### src/rtl/btn_pkg.sv
// ---------------------------------------------------------------------------
// btn_pkg
// Shared constants for the APB push-button debouncer:
//   - APB word addresses of every register (PADDR[4:2])
//   - ID register value
//   - debounce counter width and press counter width
//   - bit offset of the release events inside the EVENT register
// ---------------------------------------------------------------------------
package btn_pkg;

    localparam logic [2:0] ADDR_STATUS    = 3'd0;
    localparam logic [2:0] ADDR_EVENT     = 3'd1;
    localparam logic [2:0] ADDR_IRQ_EN    = 3'd2;
    localparam logic [2:0] ADDR_DB_TICKS  = 3'd3;
    localparam logic [2:0] ADDR_PRESS_CNT = 3'd4;
    localparam logic [2:0] ADDR_ID        = 3'd7;

    localparam logic [31:0] ID_VALUE = 32'h4244_0100;

    localparam int CNT_W       = 16;
    localparam int PRESS_CNT_W = 8;
    localparam int EVT_REL_OFS = 8;

endpackage

### src/rtl/btn_debounce_cell.sv
// ---------------------------------------------------------------------------
// btn_debounce_cell
// One button: 2-FF synchroniser, polarity fix, debounce counter and the
// stable level, plus single-cycle press/release pulses that coincide with
// the clock edge on which the stable level changes.
// Ports:
//   PCLK      clock
//   PRESET    async active-high reset
//   pin       raw asynchronous button pin
//   db_ticks  cycles a new level must hold before it is accepted (0 acts as 1)
//   lvl       debounced level, 1 = pressed
//   press     high in the cycle whose closing edge takes lvl 0->1
//   released  high in the cycle whose closing edge takes lvl 1->0
// ---------------------------------------------------------------------------
module btn_debounce_cell
    import btn_pkg::*;
#(
    parameter bit ACT_LOW = 1'b1
) (
    input  logic             PCLK,
    input  logic             PRESET,
    input  logic             pin,
    input  logic [CNT_W-1:0] db_ticks,
    output logic             lvl,
    output logic             press,
    output logic             released
);

    logic             sync_0;
    logic             sync_1;
    logic             pin_sync;
    logic [CNT_W-1:0] cnt;
    logic             stable;
    logic [CNT_W-1:0] ticks_eff;
    logic [CNT_W:0]   cnt_inc;
    logic             expire;

    // The synchroniser resets to the raw "released" pin level so that the
    // first cycles after reset never look like a press.
    always_ff @(posedge PCLK or posedge PRESET) begin
        if (PRESET) begin
            sync_0 <= ACT_LOW;
            sync_1 <= ACT_LOW;
        end else begin
            sync_0 <= pin;
            sync_1 <= sync_0;
        end
    end

    // After the polarity fix a 1 always means "pressed". A zero threshold is
    // treated as one, and the comparison is done one bit wider so CNT+1
    // cannot wrap.
    assign pin_sync  = sync_1 ^ ACT_LOW;
    assign ticks_eff = (db_ticks == '0) ? {{(CNT_W-1){1'b0}}, 1'b1} : db_ticks;
    assign cnt_inc   = {1'b0, cnt} + {{CNT_W{1'b0}}, 1'b1};
    assign expire    = (pin_sync != stable) && (cnt_inc >= {1'b0, ticks_eff});

    // Debounce counter: any agreement with the stable level restarts the
    // count; a disagreement that has lasted long enough is accepted. Using >=
    // lets a lowered threshold take effect on a count already in progress.
    always_ff @(posedge PCLK or posedge PRESET) begin
        if (PRESET) begin
            cnt    <= '0;
            stable <= 1'b0;
        end else if (pin_sync == stable) begin
            cnt <= '0;
        end else if (expire) begin
            stable <= pin_sync;
            cnt    <= '0;
        end else begin
            cnt <= cnt_inc[CNT_W-1:0];
        end
    end

    assign lvl      = stable;
    assign press    = expire &  pin_sync;
    assign released = expire & ~pin_sync;

endmodule

### src/rtl/apb_btn_debounce.sv
// ---------------------------------------------------------------------------
// apb_btn_debounce
// APB3 target that debounces NUM_BTN push buttons, latches press/release
// events into a write-one-to-clear register and raises a level interrupt.
// Optional feature macro: BTN_PRESS_COUNT_EN adds an 8-bit saturating press
// counter per button, readable at address 4 and cleared by any write there.
// Ports:
//   PCLK, PRESET                 clock, async active-high reset
//   PSEL, PENABLE, PWRITE        APB control
//   PADDR[4:2], PWDATA, PRDATA   APB address / write data / registered read data
//   PREADY, PSLVERR              tied to 1 / 0
//   BTN_IN[NUM_BTN]              raw button pins
//   BTN_LVL[NUM_BTN]             debounced levels, 1 = pressed
//   IRQ                          registered |(EVENT & IRQ_EN)
// Register map: 0 STATUS, 1 EVENT (W1C), 2 IRQ_EN, 3 DB_TICKS,
//               4 PRESS_CNT, 7 ID; everything else reads 0.
// ---------------------------------------------------------------------------
module apb_btn_debounce
    import btn_pkg::*;
#(
    parameter int          NUM_BTN      = 2,
    parameter logic [15:0] DB_RST_TICKS = 16'd50000,
    parameter bit          BTN_ACT_LOW  = 1'b1
) (
    input  logic               PCLK,
    input  logic               PRESET,
    input  logic               PSEL,
    input  logic               PENABLE,
    input  logic               PWRITE,
    input  logic [4:2]         PADDR,
    input  logic [31:0]        PWDATA,
    output logic [31:0]        PRDATA,
    output logic               PREADY,
    output logic               PSLVERR,
    input  logic [NUM_BTN-1:0] BTN_IN,
    output logic [NUM_BTN-1:0] BTN_LVL,
    output logic               IRQ
);

    logic             wr_en;
    logic             rd_setup;
    logic [15:0]      event_q;
    logic [15:0]      irq_en_q;
    logic [CNT_W-1:0] db_ticks_q;
    logic [15:0]      evt_set;
    logic [15:0]      evt_clr;
    logic [NUM_BTN-1:0] press;
    logic [NUM_BTN-1:0] released;
    logic [7:0]       lvl8;
    logic [31:0]      press_cnt_word;
    logic [31:0]      rd_mux;
    logic             unused_bits;

    assign wr_en    = PSEL & PENABLE & PWRITE;
    assign rd_setup = PSEL & ~PENABLE & ~PWRITE;
    assign PREADY   = 1'b1;
    assign PSLVERR  = 1'b0;
    assign unused_bits = &{1'b0, PWDATA[31:16]};

    // One debounce cell per button, all sharing the DB_TICKS threshold.
    for (genvar i = 0; i < NUM_BTN; i++) begin : g_btn
        btn_debounce_cell #(
            .ACT_LOW (BTN_ACT_LOW)
        ) u_cell (
            .PCLK     (PCLK),
            .PRESET   (PRESET),
            .pin      (BTN_IN[i]),
            .db_ticks (db_ticks_q),
            .lvl      (BTN_LVL[i]),
            .press    (press[i]),
            .released (released[i])
        );
    end

    // Gather per-button pulses into EVENT bit positions: presses in the low
    // byte, releases in the high byte.
    always_comb begin
        evt_set = '0;
        for (int i = 0; i < NUM_BTN; i++) begin
            evt_set[i]               = press[i];
            evt_set[EVT_REL_OFS + i] = released[i];
        end
    end

    assign evt_clr = (wr_en && (PADDR == ADDR_EVENT)) ? PWDATA[15:0] : 16'h0000;

    // Control/status registers. A new event wins over a same-cycle W1C clear
    // so that no press or release is ever lost to a racing acknowledge.
    always_ff @(posedge PCLK or posedge PRESET) begin
        if (PRESET) begin
            event_q    <= '0;
            irq_en_q   <= '0;
            db_ticks_q <= DB_RST_TICKS;
        end else begin
            event_q <= (event_q & ~evt_clr) | evt_set;
            if (wr_en && (PADDR == ADDR_IRQ_EN)) begin
                irq_en_q <= PWDATA[15:0];
            end
            if (wr_en && (PADDR == ADDR_DB_TICKS)) begin
                db_ticks_q <= PWDATA[CNT_W-1:0];
            end
        end
    end

`ifdef BTN_PRESS_COUNT_EN
    localparam int CNT_RD = (NUM_BTN < 4) ? NUM_BTN : 4;

    logic [PRESS_CNT_W-1:0] press_cnt [NUM_BTN];
    logic                   cnt_clr;

    assign cnt_clr = wr_en && (PADDR == ADDR_PRESS_CNT);

    // Saturating press counters. A clear that coincides with a press leaves
    // that press counted, so software never misses one across a clear.
    always_ff @(posedge PCLK or posedge PRESET) begin
        if (PRESET) begin
            for (int i = 0; i < NUM_BTN; i++) begin
                press_cnt[i] <= '0;
            end
        end else begin
            for (int i = 0; i < NUM_BTN; i++) begin
                if (cnt_clr) begin
                    press_cnt[i] <= press[i] ? PRESS_CNT_W'(1) : '0;
                end else if (press[i] && (press_cnt[i] != '1)) begin
                    press_cnt[i] <= press_cnt[i] + PRESS_CNT_W'(1);
                end
            end
        end
    end

    // Only the first four counters fit in the 32-bit read word.
    always_comb begin
        press_cnt_word = '0;
        for (int i = 0; i < CNT_RD; i++) begin
            press_cnt_word[i*PRESS_CNT_W +: PRESS_CNT_W] = press_cnt[i];
        end
    end
`else
    assign press_cnt_word = '0;
`endif

    // Zero-extend the level vector to the STATUS byte.
    always_comb begin
        lvl8 = '0;
        lvl8[NUM_BTN-1:0] = BTN_LVL;
    end

    // Read multiplexer; unmapped addresses and unused upper bits read 0.
    always_comb begin
        rd_mux = '0;
        case (PADDR)
            ADDR_STATUS:    rd_mux = {24'h0, lvl8};
            ADDR_EVENT:     rd_mux = {16'h0, event_q};
            ADDR_IRQ_EN:    rd_mux = {16'h0, irq_en_q};
            ADDR_DB_TICKS:  rd_mux = {16'h0, db_ticks_q};
            ADDR_PRESS_CNT: rd_mux = press_cnt_word;
            ADDR_ID:        rd_mux = ID_VALUE;
            default:        rd_mux = '0;
        endcase
    end

    // Read data is captured in the setup phase so it is stable throughout
    // the access phase; it returns to 0 in every other cycle.
    always_ff @(posedge PCLK or posedge PRESET) begin
        if (PRESET) begin
            PRDATA <= '0;
        end else if (rd_setup) begin
            PRDATA <= rd_mux;
        end else begin
            PRDATA <= '0;
        end
    end

    // Interrupt is a registered view of the enabled pending events.
    always_ff @(posedge PCLK or posedge PRESET) begin
        if (PRESET) begin
            IRQ <= 1'b0;
        end else begin
            IRQ <= |(event_q & irq_en_q);
        end
    end

endmodule

### config.mk
export PLATFORM = sky130hd
export DESIGN_NAME = apb_btn_debounce
export DESIGN_NICKNAME = d
export VERILOG_FILES = /design/src/rtl/btn_pkg.sv /design/src/rtl/btn_debounce_cell.sv /design/src/rtl/apb_btn_debounce.sv
export SDC_FILE = /design/constraint.sdc
export NUM_CORES = 1
export LEC_CHECK = 0
export BUFFER_PORTS_ARGS = -buffer_cell sky130_fd_sc_hd__buf_4
export CORE_MARGIN = 3
export CORE_UTILIZATION = 45
export CTS_BUF_LIST = sky130_fd_sc_hd__clkbuf_8
export DETAILED_ROUTE_END_ITERATION = 6
export PLACE_DENSITY = 0.67
export SYNTH_ARGS = -nofsm -noshare
export SYNTH_HDL_FRONTEND = slang
export SYNTH_HIERARCHICAL = 1
export SYNTH_SLANG_ARGS = --single-unit
### constraint.sdc
create_clock -name PCLK -period 2.6 [get_ports PCLK]
set_input_delay 0 -clock PCLK [delete_from_list [all_inputs] [get_ports PCLK]]
set_output_delay 0 -clock PCLK [all_outputs]
set_load 0.01 [all_outputs]
==> impl_metrics.py <==
metrics = {
    "logic_synthesis": {
        "synth_common_cells": "dfrtp_1 (94), inv_1 (44), mux2_2 (35)",
        "synth_area_leaders": "dfrtp_1 (41%), ha_1 (7.5%), mux2_2 (6.9%)",
        "synth.avg_cell_area_um2": 11.4,
        "yosysUniqueCellTypes": 60,
        "synth_top_area_share": 0.413,
        "ys_warn_count": 6,
        "synth_area_leader_cell": "dfrtp_1",
        "synth_compound_area_frac": 0.0941,
        "synth_xor_area_frac": 0.0462,
        "synth_flop_cell": "dfrtp_1",
        "seq_area_frac_synth": 0.459,
        "synth_cells": 501,
        "synth_mux_area_frac": 0.107,
        "ys_ff_latch": 104,
        "synth.most_common_cell": "dfrtp_1",
        "syn_area_mm2": 0.00569,
        "synth_top_family_by_area": "simple AND/OR/NAND/NOR gates",
        "synthSimpleGateAreaFrac": 0.149,
        "synth-async-reset-ratio": 1.00,
        "synth-edff-count": 0,
        "yosys.area_share.adder": 0.0747,
    },
    "cts": {
        "cts_tree": "built",
        "htreeDepth": 3,
        "numCtsBuffers": 9,
        "cts_num_sinks": 104,
        "cts-root-buf": "clkbuf_8",
        "clk_pin_slew_worst_paths_ns": 0.09,
        "insertion_delay_ns": 0.39,
        "clockBufferDepth": 2,
    },
    "detailed_routing": {
        "post_drt_wl_per_cell_um": 17.2,
        "drt_iter0_drc": 276,
        "wl_mm": 13.6,
        "dr.pass1.iters": 5,
        "ant_nets": 0,
        "num_vias": 4180,
        "post-route-drc-count": 0,
        "via_per_inst": 5.29,
    },
    "global_route": {
        "antenna_found_initial": 0,
        "first_global_vias": 4403,
        "grt_pass1_wl_mm": 22.4,
        "overflow": 0,
        "grt_usage": 0.200,
        "grt_max_degree": 67,
    },
    "critical_path": {
        "end_kind": "flip-flop",
        "critPathMaxFanout": 8,
        "worstPathArrival_ns": 3.07,
        "cp.required_ns": 2.88,
        "crit_path_start_kind": "flip-flop",
        "crit_type": "flip-flop to flip-flop",
    },
    "sta": {
        "fin_tns_setup_ns": -3.16,
        "worstMarginPinSlew_ns": 0.792,
        "fin_skew_ns": 0.0152,
        "period_needed_ns": 2.80,
        "slew_viol_final": 0,
        "fin_crit_sh": 1.08,
        "setup_viol": 28,
        "rsz0062_at_grt": "true",
        "relSlewSlack": 0.471,
        "hold_violations": 0,
        "max_clock_freq_mhz": 358,
        "fin_ws_ns": -0.195,
    },
    "min_path": {
        "hp-class": "input port to flip-flop",
    },
    "power": {
        "p_total_mw": 4.61,
        "power.density_mw_per_mm2": 636,
        "ir_drop_v": 0.000477,
        "leakagePower_nw": 3.51,
    },
    "die": {
        "dieWidth_um": 118,
        "rows": 40,
        "dieArea_mm2": 0.0140,
        "initial_core_util": 0.466,
        "core_area_mm2": 0.0122,
        "io_pins": 79,
        "die_h_um": 118,
    },
    "status": {
        "outcome": "finished, violations left",
        "violations": "setup timing",
    },
    "finish": {
        "finalNonFillerCells": 790,
        "antenna_cells": 0,
        "nFillCells": 1033,
        "layout-drive-gt1-share": 0.371,
        "nets": 693,
        "area_growth_pct": 27.3,
    },
    "placement": {
        "io_buffer_count": 48,
        "placed_cells": 736,
        "gp_congestion": 0.897,
        "dp_hpwl_mm": 9.36,
    },
    "run": {
        "maxCapViolations": 0,
    },
}
## path summary, 6_finish.rpt
check,start,to,slack [ns],depth (start not counted)
worst max register to register,g_btn[1].u_cell/cnt[4],g_btn[1].u_cell/cnt[14],-0.20,11
worst min-delay path,PADDR[2],PRDATA[25],0.05,2
max in group asynchronous,PRESET,g_btn[0].u_cell/cnt[10],1.74,3
worst max-delay path,g_btn[1].u_cell/cnt[4],g_btn[1].u_cell/cnt[14],-0.20,11
min in group asynchronous,PRESET,PRDATA[1],0.27,4
worst min register to register,g_btn[1].u_cell/sync_0,g_btn[1].u_cell/sync_1,0.36,0
## state kept, by name, summed over array words and instances (netlist names)
name / flops
g_btn.u_cell/cnt: 32
g_btn.u_cell/lvl: 2
g_btn.u_cell/sync_0: 2
irq_en_q: 16
g_btn.u_cell/sync_1: 2
event_q: 16
PRDATA: 17
IRQ: 1
db_ticks_q: 16
## per-layer routing
metal,global-route usage,vias up,wire (um)
met5,0,-,0
li1,-,1959,-
met3,0.0459,14,685
met2,0.333,117,6710
met4,0.0579,0,185
met1,0.261,2090,6020
## where the power goes
group / switching, mW / internal, mW
logic: 0.730 / 0.725
registers: 0.241 / 1.82
clock network: 0.555 / 0.535
## final cells by class
cell class / count / area, um^2 / area share
multi-input combinational: 335 / 3010 / 0.416
sequential: 104 / 2620 / 0.361
timing repair buffer: 123 / 1030 / 0.142
tap: 168 / 210 / 0.0290
inverter: 44 / 165 / 0.0228
clock buffer: 9 / 124 / 0.0171
clock inverter: 7 / 88.8 / 0.0123
## what timing repair did
item / CTS / global route
pin swaps: 19 / 8
gates cloned: 0 / 1
setup endpoints to repair: 29 / 38
endpoints found under the hold margin: 150 / 0
gates resized for setup: 22 / 24
hold buffers: 22 / 0
setup buffers: 9 / 6
## cell usage in the layout (no fill, tap or decap), drive strengths merged, types with 6 or more instances in the layout
cell type,count
mux2,45
nand2,11
nand4,9
a21boi,14
a22oi,13
nor4,7
a21oi,6
dfstp,10
nor3,6
nand3,18
clkbuf,10
inv,45
ha,34
nor2,27
a31oi,7
conb,14
and3,10
dfrtp,94
xor2,10
buf,100
xnor2,20
dlygate4sd3,22
nor2b,33
## cell families (layout without fill, tap and decap cells)
group,count (synthesis),count (layout)
buffers and inverters,74,183
other,2,14
adders and majority gates,34,34
AOI/OAI and AO/OA,70,70
and+or+nand+nor,138,138
xor gates and xnor gates,30,30
muxes,49,49
DFF,104,104
## critical path, cell delays in order (launching register included)
cell	delay (ns)
dfrtp_1	0.41
nand4_4	0.15
nor4_4	0.29
nand3_1	0.16
xnor2_2	0.17
ha_1	0.33
nand3_2	0.08
or3_4	0.41
buf_6	0.13
o211ai_4	0.26
clkbuf_16	0.24
nor2b_4	0.04
## through the flow
stage	hold WS [ns]	util	worst slack, ns	cell area (um^2)
global placement	0.110	0.526	-0.178	6420
detailed placement	0.110	0.526	-0.195	6420
CTS	0.0363	0.577	-0.0625	7040
global route	0.0646	0.593	-0.323	7240
floorplan	-0.0504	-	-0.00117	5770
finish	0.0532	0.593	-0.195	7240
Note: power is estimated with default switching activity, not from simulation.
